<file path="config.mk">
export PLATFORM = sky130hd
export DESIGN_NAME = level_tracker
export DESIGN_NICKNAME = d
export VERILOG_FILES = /design/src/rtl/level_tracker.sv
export SDC_FILE = /design/constraint.sdc
export NUM_CORES = 1
export LEC_CHECK = 0
export CORE_ASPECT_RATIO = 0.6
export CORE_UTILIZATION = 43
export DETAILED_ROUTE_END_ITERATION = 10
export SLEW_MARGIN = 20
export SYNTH_ARGS = -nofsm -noshare
export SYNTH_HDL_FRONTEND = slang
export SYNTH_SLANG_ARGS = --single-unit
</file>
<file path="constraint.sdc">
create_clock -name clk -period 2.25 [get_ports clk]
set_input_delay 0.225 -clock clk [delete_from_list [all_inputs] [get_ports clk]]
set_output_delay 0.225 -clock clk [all_outputs]
set_load 0.005 [all_outputs]
</file>
<file path="src/rtl/level_tracker.sv">
// Pushbutton synchronizer/debouncer feeding a hit/miss scored level FSM.
// Lvl: 0 idle, 1..MAX_LVL-1 playing, MAX_LVL win.
module level_tracker #(
    parameter int DEB_CYCLES   = 50000,
    parameter int DEB_W        = 16,
    parameter int HITS_PER_LVL = 3,
    parameter int MISS_LIMIT   = 2,
    parameter int MAX_LVL      = 5
) (
    input  logic       clk,
    input  logic       rst_n,
    input  logic       btn,
    input  logic       Tgt,
    output logic [2:0] Lvl,
    output logic       LvlUp,
    output logic       LvlDn
);

    localparam int HW = (HITS_PER_LVL > 1) ? $clog2(HITS_PER_LVL) : 1;
    localparam int MW = (MISS_LIMIT > 1) ? $clog2(MISS_LIMIT) : 1;

    localparam logic [DEB_W-1:0] DEB_LAST  = DEB_W'(DEB_CYCLES - 1);
    localparam logic [HW-1:0]    HIT_LAST  = HW'(HITS_PER_LVL - 1);
    localparam logic [MW-1:0]    MISS_LAST = MW'(MISS_LIMIT - 1);
    localparam logic [2:0]       LVL_WIN   = 3'(MAX_LVL);

    typedef enum logic [1:0] {
        IDLE = 2'd0,
        PLAY = 2'd1,
        WIN  = 2'd2
    } state_t;

    logic             s1_q, s2_q;
    logic             deb_q, deb_prev_q;
    logic [DEB_W-1:0] cnt_q;
    logic             press;

    // Input conditioning: 2-flop synchronizer, then a counter that must see
    // DEB_CYCLES consecutive disagreeing samples before accepting the new level.
    always_ff @(posedge clk or negedge rst_n) begin
        if (!rst_n) begin
            s1_q       <= 1'b0;
            s2_q       <= 1'b0;
            deb_q      <= 1'b0;
            deb_prev_q <= 1'b0;
            cnt_q      <= '0;
        end else begin
            s1_q       <= btn;
            s2_q       <= s1_q;
            deb_prev_q <= deb_q;
            if (s2_q == deb_q) begin
                cnt_q <= '0;
            end else if (cnt_q == DEB_LAST) begin
                deb_q <= s2_q;
                cnt_q <= '0;
            end else begin
                cnt_q <= cnt_q + DEB_W'(1);
            end
        end
    end

    assign press = deb_q & ~deb_prev_q;

    state_t        state_q, state_d;
    logic [2:0]    lvl_q, lvl_d;
    logic [HW-1:0] hits_q, hits_d;
    logic [MW-1:0] misses_q, misses_d;
    logic          up_q, up_d;
    logic          dn_q, dn_d;

    always_ff @(posedge clk or negedge rst_n) begin
        if (!rst_n) begin
            state_q  <= IDLE;
            lvl_q    <= 3'd0;
            hits_q   <= '0;
            misses_q <= '0;
            up_q     <= 1'b0;
            dn_q     <= 1'b0;
        end else begin
            state_q  <= state_d;
            lvl_q    <= lvl_d;
            hits_q   <= hits_d;
            misses_q <= misses_d;
            up_q     <= up_d;
            dn_q     <= dn_d;
        end
    end

    always_comb begin
        state_d  = state_q;
        lvl_d    = lvl_q;
        hits_d   = hits_q;
        misses_d = misses_q;
        up_d     = 1'b0;
        dn_d     = 1'b0;
        case (state_q)
            IDLE: begin
                lvl_d = 3'd0;
                if (press) begin
                    state_d  = PLAY;
                    lvl_d    = 3'd1;
                    hits_d   = '0;
                    misses_d = '0;
                end
            end
            PLAY: begin
                if (press && Tgt) begin
                    misses_d = '0;
                    if (hits_q == HIT_LAST) begin
                        hits_d = '0;
                        lvl_d  = lvl_q + 3'd1;
                        up_d   = 1'b1;
                        if (lvl_q + 3'd1 == LVL_WIN) begin
                            state_d = WIN;
                        end
                    end else begin
                        hits_d = hits_q + HW'(1);
                    end
                end else if (press) begin
                    hits_d = '0;
                    if (misses_q == MISS_LAST) begin
                        misses_d = '0;
                        // Level 1 is the floor: the miss streak resets silently.
                        if (lvl_q > 3'd1) begin
                            lvl_d = lvl_q - 3'd1;
                            dn_d  = 1'b1;
                        end
                    end else begin
                        misses_d = misses_q + MW'(1);
                    end
                end
            end
            WIN: begin
                lvl_d = LVL_WIN;
                if (press) begin
                    state_d  = IDLE;
                    lvl_d    = 3'd0;
                    hits_d   = '0;
                    misses_d = '0;
                end
            end
            default: begin
                state_d  = IDLE;
                lvl_d    = 3'd0;
                hits_d   = '0;
                misses_d = '0;
            end
        endcase
    end

    always_comb begin
        Lvl   = lvl_q;
        LvlUp = up_q;
        LvlDn = dn_q;
    end

endmodule

</file>
==> metrics, run 1 <==
via count 1,089; GRT Resource Usage Total 18.45%; Remaining DRCs 0; EDFF count, synth 0; Initial DRC Count 65; area of the multi-input gates 785.8 um2; port buffer count 8; number of global-route vias before repair 1,086; Synth Warn # 0; global route total overflow 0; Setup crit start kind flip-flop; reg2reg path depth 7; Final #Nets 175; design area 1794 um2; top-area cell type share of the netlist area 47.66%; Critical Path RT 2420 ps; Clock Tree Root clkbuf_8; global-route wire length before repair 5.264 mm; remaining antenna violation count 0; core footprint 3383 um2; largest family of logic cells by synthesized area simple AND/OR/NAND/NOR gates; Seq/Total Area, Yosys 47.66%; period utilization 79.15%; later-pin clock latency in the skew report 280 ps; share of cells above drive strength 1 10.78%; min cycle time layout 1781 ps; Die Ht 48.89 um; post-CTS setup buffer count 0; worst r2r dst Lvl[1]; syn avg cell area 10.36 um2; Mapped Nets 161; H-tree lvl count 2; Unique masters post-synth 38; wirelength, routed 2.971 mm; area growth from synthesis to layout 13.90%; HP Class input pin to async pin; cell count after synthesis 152; asr flop ratio synth 100.0%; Placed Instance Area 1703 um2; post-synthesis xor/xnor area fraction 9.452%; crit path launch Lvl[1]; pwr dens 572.0 nW/um2; Least-Margin Pin Slew 374.4 ps; Max VDD drop 0.3564 mV; final hold vios 0; routed vias/inst 5.137; # IOs 9; Slew HR 74.69%; top-count cell post-synth dfrtp_1; post-DP HPWL 2.154 mm; largest net degree at the start of global routing 31; outcome finished clean; CTS buffer count 5; Clock Path Buffers 2; GPL Wtd Cong 0.9392; TritonRoute pass-1 iters 4; sequential cell area 750.7 um2; Syn Std Cell Area 1575 um2; initial antenna violation count 0; crit path max fanout 6; Max Cap Viol 0; Filler Cells Inserted 306; Die Area 3918 um2; CP endpoint Lvl[1]; Fin Setup TNS 0 ps; largest area contributor in the synthesized netlist dfrtp_1; clock sink count 30; n_diodes 0; Die W 80.14 um; Worst Setup End Kind flip-flop; Arr. time, crit path 1950 ps; Starting Density 46.56%; mux cell area share after synthesis 2.621%; top cells by area, synth dfrtp_1 (48%), xnor2_1 (6.7%), nor2_1 (4.8%); Final Max Slew Viols 0; skew final 3.561 ps; final setup fails 0; Static Leakage 0.0007558 uW; post-synthesis register bit count 30; Row Count 16; CTS Hold Bufs 0; Compound-Gate Fraction of Synth Area 6.195%; flop2flop setup slack 470 ps; WL per Instance 14.01 um; prevailing post-synth register cell dfrtp_1; maximum clock rate 561.5 MHz; CTS tree yes; RSZ-0062 raised after global routing false; worst r2r src Lvl[1]; Commonest cells post-synth dfrtp_1 (30), nor2_1 (20), nand2_1 (14); Clock transition at path regs 60 ps; CTS resizes 0; post-synthesis simple-gate area fraction 27.64%; Adder-Cell Fraction of Synth Area 3.971%; WS Path Type flip-flop to flip-flop
[power breakdown]
| part | total [uW] | switching, uW | internal (uW) |
|---|---|---|---|
| combinational | 35.1 | 22.2 | 13.0 |
| sequential | 551 | 5.10 | 546 |
| clock | 440 | 194 | 246 |
[cells in the final DEF, fill, tap and decap left out, types with 2 or more instances in the layout]
master | synthesis | routed
dfrtp_1 | 30 | 30
clkdlybuf4s50_1 | 0 | 8
nand2b_1 | 3 | 3
o21ai_0 | 6 | 6
nor2_1 | 20 | 20
nor2b_1 | 4 | 4
nand2_1 | 14 | 14
nor4_1 | 3 | 3
inv_1 | 6 | 6
mux2i_1 | 3 | 3
a21oi_1 | 2 | 2
nor4b_1 | 2 | 2
xor2_1 | 5 | 5
nand3_1 | 9 | 9
xnor2_1 | 12 | 12
ha_1 | 5 | 5
clkbuf_8 | 0 | 6
nand3b_1 | 3 | 3
nor2_2 | 2 | 2
nor3_1 | 3 | 3
[through the flow]
| step | worst slack [ps] | util, % | hold slack, ps | instances | total power (uW) |
|---|---|---|---|---|---|
| after floorplan | 708.7 | - | -70.59 | 152 | 577.8 |
| after global placement | 497.5 | 50.33 | 341.6 | 204 | 596.5 |
| after detailed placement | 443.9 | 50.33 | 346.5 | 204 | 597.0 |
| after CTS | 449.0 | 53.03 | 339.4 | 212 | 1035 |
| after global routing | 245.5 | 53.03 | 354.6 | 212 | 1077 |
| final | 469.1 | 53.03 | 324.6 | 212 | 1026 |
[final cells by class]
cell class / count / share of cell area, %
Inverter: 6 / 1.255
Clock inverter: 1 / 0.2789
Multi-Input combinational cell: 114 / 43.79
Clock buffer: 7 / 4.812
Tap cell: 45 / 3.138
Timing Repair Buffer: 9 / 4.881
Sequential cell: 30 / 41.84
[worst min-delay path by stage]
stage | startpoint | end | slack [ps] | depth (start not counted)
after global placement | s1_q | s2_q | 340 | 0
after detailed placement | s1_q | s2_q | 350 | 0
after CTS | rst_n | cnt_q[10] | 340 | 2
final | rst_n | cnt_q[9] | 320 | 2
after floorplan | rst_n | LvlDn | -70 | 0
after global routing | rst_n | cnt_q[5] | 350 | 2
[kinds of logic after synthesis]
logic type	count (synthesis)
flip-flops	30
AND/OR/NAND/NOR	74
multiplexers	4
adder cells (fa/ha/maj)	5
buffers and inverters	8
XOR/XNOR	17
AO/OA/AOI/OAI	14
[registers in the layout, summed over array words and instances, names as in the netlist]
register    cells
misses_q        1
s2_q            1
LvlUp           1
s1_q            1
deb_q           1
deb_prev_q      1
cnt_q          16
Lvl             3
state_q         2
hits_q          2
LvlDn           1
[critical path, cell delays in order (launching register included)]
cell and delay (ps):
dfrtp_1 440, inv_1 110, ha_1 210, nor2b_1 150
o41ai_2 390, nand2_1 140, mux2i_1 160, nor2_1 60
[metal layers]
metal  global-route usage, %  part of all wire, %  wire (um)
met4                   6.250                  1.1         32
met5                       0                    0          0
met3                   6.168                  4.9        145
met1                   30.04                   57       1703
met2                   21.79                   37       1089
No activity file was read; power rests on OpenSTA's default activity.
==> run 2, diff against run 1 <==
==> constraint.sdc (replaced) <==
create_clock -name clk -period 1.4 [get_ports clk]
set_input_delay 0.14 -clock clk [delete_from_list [all_inputs] [get_ports clk]]
set_output_delay 0.14 -clock clk [all_outputs]
set_load 0.005 [all_outputs]
==> run 2 against run 1 <==
Against the previous run: the run now ends with negative setup slack left; combinational power grew to 2.6 times the previous value; die area stayed put; via count is 16% higher.
==> metrics, run 2 (synthesized netlist as in run 1, its figures left out) <==
outcome finished with violations; violations in the final reports negative setup slack; global-route wire length before repair 6.016 mm (+14%); GPL Wtd Cong 0.8985 (-4.3%); TritonRoute pass-1 iters 4 (unchanged); Placed Instance Area 1893 um2 (+11%); CTS Hold Bufs 0 (unchanged); final hold vios 0 (unchanged); Die W 80.14 um (unchanged); Critical Path RT 1560 ps (-860 ps); CTS tree yes; core footprint 3383 um2 (unchanged); routed vias/inst 5.347 (+4.1%); min cycle time layout 1473 ps (-308.0 ps); most common cell after layout, fill and taps aside dfrtp_1; number of global-route vias before repair 1,239 (+14%); design area 2205 um2 (+23%); post-DP HPWL 2.521 mm (+17%); final setup fails 10 (+10); Initial DRC Count 66 (+1.5%); pwr dens 739.3 nW/um2 (+29%); Die Ht 48.89 um (unchanged); Row Count 16 (unchanged); CTS buffer count 5 (unchanged); Clock Path Buffers 2 (unchanged); Final Max Slew Viols 0 (unchanged); Least-Margin Pin Slew 376.7 ps (+2.309 ps); reg2reg path depth 6 (-1); Starting Density 46.56% (unchanged); share of cells above drive strength 1 41.36% (+31 points); port buffer count 8 (unchanged); largest net degree at the start of global routing 31 (unchanged); remaining antenna violation count 0 (unchanged); leading cell types in the layout, fill and taps excluded dfrtp_1 (25), buf_4 (23), nand2_1 (14); HP Class input pin to async pin; Final #Nets 200 (+14%); H-tree lvl count 2 (unchanged); M3 GR Usage 5.607% (-0.56 points); GRT Max-Usage Layer met1; global route total overflow 0 (unchanged); Static Leakage 0.0009076 uW (+20%); Clock transition at path regs 60 ps (about the same); GRT Resource Usage Total 21.26% (+2.8 points); Setup crit start kind flip-flop; Max Cap Viol 0 (unchanged); # IOs 9 (unchanged); RSZ-0062 raised after global routing true; later-pin clock latency in the skew report 280 ps (about the same); Slew HR 74.53% (-0.16 points); Biggest register cnt_q; Die Area 3918 um2 (unchanged); maximum clock rate 678.9 MHz (+21%); GR Util met1 33.17% (+3.1 points); Fin Setup TNS -427.6 ps (-427.6 ps); n_diodes 0 (unchanged); Max VDD drop 0.5440 mV (+53%); Worst Setup End Kind flip-flop; area growth from synthesis to layout 39.95%; skew final 4.266 ps (+0.7046 ps); period utilization 105.2% (+26 points); wirelength, routed 3.640 mm (+23%); met2 GRT Util 28.49% (+6.7 points); via count 1,262 (+16%); max reg flops 16 (unchanged); WL per Instance 15.42 um (+10%); crit path max fanout 4 (-2); Arr. time, crit path 1630 ps (-320 ps); final worst setup slack -72.94 ps (-542.0 ps); WS Path Type flip-flop to flip-flop; Remaining DRCs 0 (unchanged); initial antenna violation count 0 (unchanged); Clock Tree Root clkbuf_8; clock sink count 30 (unchanged)
[run 2: final timing paths]
path	slack [ps]	startpoint	endpoint
min in group clk	300	btn	s1_q
min reg2reg	350	s1_q	s2_q
min	250	rst_n	LvlDn
max in group asynchronous	840	rst_n	cnt_q[4]
max reg2reg	-70	cnt_q[1]	cnt_q[10]
max	-70	cnt_q[1]	cnt_q[10]
[run 2: routing by layer]
| layer | wire (um) | share of wire (%) |
|---|---|---|
| met5 | 0 | 0 |
| met4 | 25 | 0.69 |
| met3 | 180 | 4.9 |
| met2 | 1510 | 41 |
| met1 | 1924 | 53 |
[run 2: final cells by class]
type	count	area [um2]
inverters	6	22.52
repair buffers	33	271.5
well taps	45	56.30
flip-flops and latches	30	757.0
multi-input cells	115	1021
fillers	255	1179
clock buffers	7	76.32
[run 2: report_power, final]
part | switching, uW | internal (uW)
clock network | 312 | 342
logic | 52.4 | 40.6
registers | 6.75 | 877
[run 2: through the flow]
stage	util [%]	power (uW)	setup WS (ps)	cells	hold WS (ps)
floorplan	-	931.4	-124.0	152	-155.6
detailed placement	55.95	977.8	-236.2	225	336.5
finish	65.16	1630	-72.94	236	248.6
CTS	61.50	1638	-96.39	236	271.6
global route	65.16	1698	-163.5	236	286.4
global placement	55.95	975.5	-243.9	225	342.7
[run 2: timing repair]
| item | CTS | global route |
|---|---|---|
| gates cloned | 1 | 0 |
| resized for setup | 21 | 29 |
| setup buffers | 3 | 0 |
| pin swaps | 7 | 10 |
| endpoints found under the setup margin | 23 | 22 |
[run 2: worst max-delay path: stages (launching register included)]
cell and delay, ps:
dfrtp_1 350, ha_2 220, nand3_4 110, or3_4 420, nor2_4 90, xnor2_1 110
nor2_1 50
==> run 3, diff against run 2 <==
--- a/config.mk
+++ b/config.mk
@@ -5,6 +5,7 @@
 export SDC_FILE = /design/constraint.sdc
 export NUM_CORES = 1
 export LEC_CHECK = 0
+export CAP_MARGIN = 30
 export CORE_ASPECT_RATIO = 0.6
 export CORE_UTILIZATION = 43
 export DETAILED_ROUTE_END_ITERATION = 10
==> results of run 3 <==
Same layout as run 2: the final DEF is identical, and so are final timing and power.
